--- src/rtl/step_motor_pkg.sv ---
// Shared types and helpers for the stepper motor executor.
package step_motor_pkg;

  // Executor FSM states.
  typedef enum logic [1:0] {
    IDLE     = 2'd0,
    SETUP    = 2'd1,
    PULSE_HI = 2'd2,
    PULSE_LO = 2'd3
  } motor_state_t;

  // Shortest step period the driver can be fed (one high, one low cycle).
  localparam int MIN_PERIOD = 2;

  // Widest count the helpers handle; callers sign-extend into this width.
  localparam int MAX_W = 64;

  // Magnitude of a two's-complement value (most negative value wraps to itself).
  function automatic logic [MAX_W-1:0] abs_w(input logic [MAX_W-1:0] v);
    return v[MAX_W-1] ? (~v) + MAX_W'(1) : v;
  endfunction

  // Sign bit of a two's-complement value: 1 means negative.
  function automatic logic sign_w(input logic [MAX_W-1:0] v);
    return v[MAX_W-1];
  endfunction

endpackage

--- src/rtl/step_motor_exec_sync2.sv ---
// Two-flop synchronizer for one asynchronous sensor input.
module sig_sync2 (
  input  logic clk,
  input  logic resetn,
  input  logic d,
  output logic q
);

  logic meta;

  // Resample the raw input twice before anything downstream uses it.
  always_ff @(posedge clk) begin
    if (!resetn) begin
      meta <= 1'b0;
      q    <= 1'b0;
    end else begin
      meta <= d;
      q    <= meta;
    end
  end

endmodule

--- src/rtl/step_motor_exec.sv ---
// Executor end of the motor command interface: turns start/stop/modify-remain
// commands into step/dir pulses for one stepper driver and tracks position.
//
//   state    | meaning
//   ---------+-----------------------------------------------------------
//   IDLE     | no motion; waits for a start command
//   SETUP    | dir pin settled, waiting C_DIR_SETUP cycles before first step
//   PULSE_HI | step pin high for floor(period/2) cycles
//   PULSE_LO | step pin low for the rest of the period; decide next step
module step_motor_exec
  import step_motor_pkg::*;
#(
  parameter int unsigned C_STEP_NUMBER_WIDTH = 32,
  parameter int unsigned C_SPEED_DATA_WIDTH  = 32,
  parameter int unsigned C_DIR_SETUP         = 16
) (
  input  logic                           clk,
  input  logic                           resetn,
  input  logic                           s_sel,
  input  logic                           s_start,
  input  logic                           s_stop,
  input  logic [C_SPEED_DATA_WIDTH-1:0]  s_speed,
  input  logic [C_STEP_NUMBER_WIDTH-1:0] s_step,
  input  logic                           s_abs,
  input  logic                           s_mod_remain,
  input  logic [C_STEP_NUMBER_WIDTH-1:0] s_new_remain,
  output logic                           s_state,
  output logic                           s_rt_dir,
  output logic [C_STEP_NUMBER_WIDTH-1:0] s_position,
  output logic                           s_ntsign,
  output logic                           s_zpsign,
  output logic                           s_ptsign,
  output logic                           s_dep_state,
  output logic                           o_step,
  output logic                           o_dir,
  input  logic                           i_ntsign,
  input  logic                           i_zpsign,
  input  logic                           i_ptsign
);

  localparam int unsigned STP = C_STEP_NUMBER_WIDTH;
  localparam int unsigned SPD = C_SPEED_DATA_WIDTH;

  motor_state_t   state_q, state_nxt;
  logic [SPD-1:0] period_q, cnt_q, cnt_nxt, hi_len, lo_len, speed_clamped;
  logic [STP-1:0] pos_q, remain_q, delta, start_remain, new_remain_abs, remain_eff;
  logic           dir_q, run_q, stop_pend_q, step_q, dep_q;
  logic           nt_s, zp_s, pt_s;
  logic           start_ok, start_dir, start_null, stop_req, mod_ok;
  logic           limit_hit, stop_eff, cnt_zero, end_run, enter_hi;

  sig_sync2 u_sync_nt (.clk(clk), .resetn(resetn), .d(i_ntsign), .q(nt_s));
  sig_sync2 u_sync_zp (.clk(clk), .resetn(resetn), .d(i_zpsign), .q(zp_s));
  sig_sync2 u_sync_pt (.clk(clk), .resetn(resetn), .d(i_ptsign), .q(pt_s));

  // Command decode: start only from a quiet IDLE, stop/modify only while moving.
  always_comb begin
    delta          = s_abs ? (s_step - pos_q) : s_step;
    start_dir      = sign_w(MAX_W'(signed'(delta)));
    start_remain   = STP'(abs_w(MAX_W'(signed'(delta))));
    new_remain_abs = STP'(abs_w(MAX_W'(signed'(s_new_remain))));
    speed_clamped  = (s_speed < SPD'(MIN_PERIOD)) ? SPD'(MIN_PERIOD) : s_speed;
    start_ok       = s_sel & s_start & (state_q == IDLE) & ~run_q;
    start_null     = (delta == '0) | (start_dir ? nt_s : pt_s);
    stop_req       = s_sel & s_stop & (state_q != IDLE);
    mod_ok         = s_sel & s_mod_remain & ~s_stop & (state_q != IDLE)
                     & (s_new_remain[STP-1] == dir_q);
    // A stop or remain rewrite arriving on the deciding cycle still counts.
    remain_eff     = mod_ok ? new_remain_abs : remain_q;
    stop_eff       = stop_pend_q | stop_req;
    limit_hit      = dir_q ? nt_s : pt_s;
    end_run        = (remain_eff == '0) | stop_eff | limit_hit;
    hi_len         = period_q >> 1;
    lo_len         = period_q - hi_len;
    cnt_zero       = (cnt_q == '0);
  end

  // Next-state and phase-counter logic; the counter runs down to zero per phase.
  always_comb begin
    state_nxt = state_q;
    cnt_nxt   = cnt_zero ? '0 : cnt_q - SPD'(1);
    enter_hi  = 1'b0;
    case (state_q)
      IDLE: begin
        if (start_ok && !start_null) begin
          state_nxt = SETUP;
          cnt_nxt   = SPD'(C_DIR_SETUP - 1);
        end
      end
      SETUP, PULSE_LO: begin
        if (cnt_zero) begin
          if (end_run) begin
            state_nxt = IDLE;
          end else begin
            state_nxt = PULSE_HI;
            cnt_nxt   = hi_len - SPD'(1);
            enter_hi  = 1'b1;
          end
        end
      end
      PULSE_HI: begin
        if (cnt_zero) begin
          state_nxt = PULSE_LO;
          cnt_nxt   = lo_len - SPD'(1);
        end
      end
      default: state_nxt = IDLE;
    endcase
  end

  // FSM state, phase counter and registered step pin.
  always_ff @(posedge clk) begin
    if (!resetn) begin
      state_q <= IDLE;
      cnt_q   <= '0;
      step_q  <= 1'b0;
    end else begin
      state_q <= state_nxt;
      cnt_q   <= cnt_nxt;
      step_q  <= (state_nxt == PULSE_HI);
    end
  end

  // Motion parameters latched at start; remain and pending-stop track the run.
  always_ff @(posedge clk) begin
    if (!resetn) begin
      period_q    <= SPD'(MIN_PERIOD);
      dir_q       <= 1'b0;
      remain_q    <= '0;
      run_q       <= 1'b0;
      stop_pend_q <= 1'b0;
    end else if (start_ok) begin
      period_q    <= speed_clamped;
      dir_q       <= start_dir;
      remain_q    <= start_remain;
      run_q       <= 1'b1;
      stop_pend_q <= 1'b0;
    end else begin
      if (state_nxt == IDLE) begin
        run_q       <= 1'b0;
        stop_pend_q <= 1'b0;
      end else if (stop_req) begin
        stop_pend_q <= 1'b1;
      end
      if (mod_ok) begin
        remain_q <= new_remain_abs;
      end else if (enter_hi) begin
        remain_q <= remain_q - STP'(1);
      end
    end
  end

  // Position moves by one on every step rising edge, wrapping in two's complement.
  always_ff @(posedge clk) begin
    if (!resetn) begin
      pos_q <= '0;
    end else if (enter_hi) begin
      pos_q <= dir_q ? pos_q - STP'(1) : pos_q + STP'(1);
    end
  end

  // Running status delayed one cycle for dependent axes.
  always_ff @(posedge clk) begin
    if (!resetn) begin
      dep_q <= 1'b0;
    end else begin
      dep_q <= run_q;
    end
  end

  assign s_state     = run_q;
  assign s_rt_dir    = dir_q;
  assign o_dir       = dir_q;
  assign o_step      = step_q;
  assign s_position  = pos_q;
  assign s_dep_state = dep_q;
  assign s_ntsign    = nt_s;
  assign s_zpsign    = zp_s;
  assign s_ptsign    = pt_s;

endmodule
--- config.mk ---
export PLATFORM = sky130hd
export DESIGN_NAME = step_motor_exec
export DESIGN_NICKNAME = d
export VERILOG_FILES = /design/src/rtl/step_motor_pkg.sv /design/src/rtl/step_motor_exec_sync2.sv /design/src/rtl/step_motor_exec.sv
export SDC_FILE = /design/constraint.sdc
export NUM_CORES = 1
export LEC_CHECK = 0
export CORE_UTILIZATION = 25
export CTS_CLUSTER_SIZE = 20
export DETAILED_ROUTE_END_ITERATION = 12
export SYNTH_ARGS = -nofsm -noshare
export SYNTH_HDL_FRONTEND = slang
export SYNTH_SLANG_ARGS = --single-unit
--- constraint.sdc ---
create_clock -name clk -period 4.69 [get_ports clk]
set_input_delay 0.469 -clock clk [delete_from_list [all_inputs] [get_ports clk]]
set_output_delay 0.469 -clock clk [all_outputs]
set_load 0.02 [all_outputs]
# Word level (Yosys, flattened, before mapping)
# Index checks and enable logic that the tools add are counted.
# word_totals
word_cells,89
inputBits,106
output_inout_bits,40
ff_bits,141
# op_classes
bitwise_logic,18
order_cmp,1
addsub,10
eq_ne,5
muxes,27
reduce_logical,12
# op_table
operator,count
$mux W32,14
$sub A32 B1 Y32 const B,4
$add A32 B1 Y32 const B,3
$logic_not A32 Y1,3
$pmux W32 S3,1
$not A32 Y32,2
$lt A32 B2 Y1 const B,1
$sub A31 B1 Y32 const B,1
$sub A32 B31 Y32,1
$sub A32 B32 Y32,1
$and A1 B1 Y1,9
$mux W2,4
$mux W1,7
$eq A2 B2 Y1 const B,3
$pmux W2 S3,1
$logic_not A2 Y1,2
$or A1 B1 Y1,4
$reduce_bool A2 Y1,2
$not A1 Y1,3
$reduce_bool A3 Y1,1
$reduce_or A3 Y1,1
$eq A2 B1 Y1 const B,1
$reduce_or A2 Y1,1
$eq A1 B1 Y1,1
2 further kinds,2

# Longest topological paths before layout
# logic_depth
word_depth,14
ltp_mapped,16
mapped_depth_nobuf,15

# Modules after synthesis
# Synthesis repeated with hierarchy kept, for this count alone.
# hier_totals
hier_cells,2143
hier_area_um2,15615.0
# by_module_without_submodules
mod,instances,area_per_inst_um2,seq_area_each_um2,cells_per_inst
step_motor_exec,1,15457.3,2702.6,2131
sig_sync2,3,52.6,40.0,4

# Worst setup path after synthesis
# No wires, ideal clock.
# synth_path
path_kind,input-to-reg
startpoint,input s_step[0]
endpoint,register cnt_q[26]
path_stages,15
setup_time_ps,74
required_ps,4616
n_path_buf,1
arrival_ps,3722
setup_slack_ps,894
cell_sequence,inv_1 > ha_1 > fa_1 > nor2b_1 > o2111a_1 > o311ai_0 > o211a_1 > a21o_1 > a311oi_1 > and3_1 > and4b_1 > a311o_1 > nand3_1 > buf_2 > a31oi_1
# synth_via
elab_chain_len,8
word_cells_on_any_way,9
cone_classes,add/sub (1); mux (4); bitwise (1); reduce/logical (3)
# synth_rtl
element,line_no,text
start: declaration,step_motor_exec.sv:23,"input logic [C_STEP_NUMBER_WIDTH-1:0] s_step,"
$sub A32 B32 Y32,step_motor_exec.sv:58,delta = s_abs ? (s_step - pos_q) : s_step;
$mux W32 *,step_motor_exec.sv:58,
$logic_not A32 Y1 or $mux W1 (tied branches),step_motor_exec.sv:64,start_null = (delta == '0) | (start_dir ? nt_s : pt_s);
$or A1 B1 Y1 *,step_motor_exec.sv:64,
$logic_not A1 Y1 *,step_motor_exec.sv:85,if (start_ok && !start_null) begin
$logic_and A1 B1 Y1 *,step_motor_exec.sv:85,
$mux W32 *,step_motor_exec.sv:85,
$pmux W32 S3 *,step_motor_exec.sv:83,case (state_q)
end signal: assignment,step_motor_exec.sv:119,cnt_q <= cnt_nxt;
end: declaration,step_motor_exec.sv:45,"logic [SPD-1:0] period_q, cnt_q, cnt_nxt, hi_len, lo_len, speed_clamped;"
# Mark *: on every way between the ends. The rest lies on a longest branch, timed or not.
# A chain may end at the register's enable or synchronous reset.

# Final worst setup path
# layout_path
startpoint,input s_step[0]
endpoint,register cnt_q[30]
# The elaborated chain is that of the path after synthesis.

==> metrics.csv <==
metric;value;unit
status;finished clean;
largest net degree at the start of global routing;70;
top-count cell post-synth;nand2_1;
synth cell count leaders;212 x nand2_1, 204 x nor2_1, 199 x a21oi_1;
H-Tree Depth;4;
initial antenna violation count;2;
Die Area;62800;um2
DRC;0;
CTS clk-pin slew, worst paths;0.07;ns
Final Setup Violations;0;
Worst Hold Class;input pin to flip-flop;
die width;251;um
CTS tree;done;
clock skew;0.0126;ns
crit share post-route;0.914;
P&R area growth vs syn;22.5;%
hold endpoint;period_q[1];
Leak;7.19;nW
Syn Area/Cell;7.18;um2
share of cells above drive strength 1;0.0802;
Boundary Pins;146;
drt first pass iters;5;
R2R depth;16;
R2R setup slack;0.56;ns
RSZ-0062 raised after global routing;false;
CP endpoint kind;flip-flop;
Slew Limit Fails;0;
WP data required;5.06;ns
vias per cell;5.21;
CTS Hold Bufs;0;
Arrival @ worst endpoint;4.66;ns
Synth Area in XOR/XNOR;0.100;
Num CTS Buffers;17;
post-cts sizing count;0;
critical path startpoint category;input pin;
Most used DFF post-synth;dfxtp_1;
worst skew pair latency;0.45;ns
nets@finish;2563;
Post-synth ARST share;0;
Worst-Margin Slew;0.915;ns
register area share after synthesis;0.183;
post-synthesis compound-gate area fraction;0.266;
Starting Density;0.255;
relative slew slack;0.390;
Post-DP HPWL;42600;um
average wire per standard cell;17.4;um
Final min period;4.29;ns
fmax;233;MHz
global-route wire length before repair;84400;um
Post-Synth Adder-Cell Area;0.113;
reg2reg start;s_position[1];
Routed WL;54300;um
Root Driver;clkbuf_16;
FF+latch count, synth;141;
total design power;5.81;mW
number of enable flip-flop cells after synthesis;0;
core area;60700;um2
syn_nets;2395;
Yosys cell types;94;
post-synth top area share;0.183;
register area;2820;um2
CTS Sinks;141;
post-synthesis cell area;15400;um2
Die Ht;251;um
Reg-to-Reg End;remain_q[4];
maximum vdd drop;247;uV
Max-Cap Viols;0;
endpoints failing hold;0;
simple logic cell fraction of the synthesized area;0.264;
Worst Path Max Fanout;26;
Min-Delay Startpoint;resetn;
Crit Path Class;input pin to flip-flop;
Synth Instances;2151;
number of global-route vias before repair;15107;
setup TNS;0;ns
Power per Cell Area;307;nW/um2
mux contribution to synthesized area;0.0147;
Ys Warns;0;
most area-consuming cells after synthesis;dfxtp_1 18%, ha_1 11%, xnor2_1 7.0%;
I/O Buffers;145;
GRT Util Overall;0.169;
Initial DRC Count;1068;
cell taking the most area after synthesis;dfxtp_1;
gpl congestion;0.960;
Multi-input gate area;11700;um2
total number of vias;16244;
Setup Buffers After CTS;0;
hold path depth;2;
Bufs on Longest Clock Path;2;
filler cell count;6537;
antenna viol nets, final;0;
largest family of logic cells by synthesized area;compound AO/OA/AOI/OAI gates;
GR Overflow Total;0;
Placement Rows;90;
## sequential cells by signal, summed over array words and instances, names as in the netlist, 2 cells and up
register and cells:
cnt_q 32, s_position 32, state_q 2, remain_q 32, period_q 32
## how the worst max path moves through the flow
stage              start   endpoint  slack (ns)  cells after the start
2_1_floorplan  s_step[0]  cnt_q[26]        0.89                     15
3_3_place_gp   s_step[0]  cnt_q[30]        0.04                     16
3_5_place_dp   s_step[0]  cnt_q[30]       -0.05                     16
4_1_cts        s_step[0]  cnt_q[30]        0.42                     16
5_1_grt        s_step[0]  cnt_q[30]        0.10                     16
6_report       s_step[0]  cnt_q[30]        0.40                     16
## power breakdown
part	internal (mW)	total, mW	switching [mW]
registers	1.36	1.51	0.156
logic	1.20	2.82	1.62
clock network	0.846	1.47	0.628
## cells in the final DEF, fill, tap and decap left out, types with 15 or more instances in the layout
| cell | instances |
|---|---|
| nand2_1 | 212 |
| or2_2 | 15 |
| a21oi_1 | 199 |
| ha_1 | 135 |
| o31ai_1 | 22 |
| nor4_1 | 24 |
| o21bai_1 | 19 |
| inv_1 | 132 |
| nand3_1 | 60 |
| o21a_1 | 18 |
| xnor2_1 | 123 |
| nor3_1 | 73 |
| clkbuf_16 | 17 |
| a211oi_1 | 22 |
| buf_4 | 101 |
| o21ai_0 | 100 |
| or3_1 | 41 |
| and3_1 | 27 |
| mux2i_1 | 17 |
| and2_1 | 23 |
| a31oi_1 | 38 |
| nor2b_1 | 20 |
| nand4_1 | 23 |
| o211ai_1 | 22 |
| nand2b_1 | 17 |
| a21o_1 | 30 |
| dfxtp_1 | 140 |
| clkdlybuf4s50_1 | 143 |
| o22ai_1 | 23 |
| xor2_1 | 53 |
| nor2_1 | 203 |
## layout make-up
| class | instances | area share |
|---|---|---|
| Clock inverter | 15 | 0.00972 |
| Inverter | 133 | 0.0264 |
| Timing Repair Buffer | 250 | 0.120 |
| Multi-Input combinational cell | 1776 | 0.620 |
| Antenna cell | 1 | 0.000132 |
| Sequential cell | 141 | 0.149 |
| Clock buffer | 17 | 0.0225 |
| Tap cell | 782 | 0.0517 |
## worst max-delay path, stage by stage
cell and delay, ns:
clkdlybuf4s50_1 0.62, inv_1 0.11, ha_1 0.22, fa_1 0.40
nor2b_1 0.18, o2111a_1 0.26, o311ai_0 0.19, o211a_1 0.36
a21o_1 0.20, a311oi_1 0.34, and3_1 0.24, and4b_1 0.24
a311o_1 0.29, nand3_1 0.16, buf_12 0.20, a211oi_1 0.19
## metrics by stage
stage	hold WS, ns	cell area, um2	utilization	cells	worst slack [ns]
4_1_cts	0.369	18900	0.312	3114	0.422
3_5_place_dp	0.422	18300	0.302	3082	-0.0494
3_3_place_gp	0.413	18300	0.302	3082	0.0408
6_report	0.382	18900	0.312	3115	0.403
5_1_grt	0.384	18900	0.312	3114	0.101
2_1_floorplan	0.412	15400	-	2151	0.894
## cells by family (layout without fill, tap and decap cells)
group | count (synthesis) | after routing
flip-flops | 141 | 141
AO/OA/AOI/OAI | 629 | 629
other | 0 | 1
buffers and inverters | 234 | 415
adder cells (fa/ha/maj) | 138 | 138
multiplexers | 22 | 22
XOR/XNOR | 177 | 177
AND/OR/NAND/NOR | 810 | 810
## routing by layer
metal,track usage,part of all wire,vias up
li1,-,-,8142
met3,0.0334,0.063,77
met5,0,0.00024,-
met1,0.227,0.47,7551
met4,0.0656,0.033,2
met2,0.263,0.44,472
Note: power is estimated with default switching activity, not from simulation.
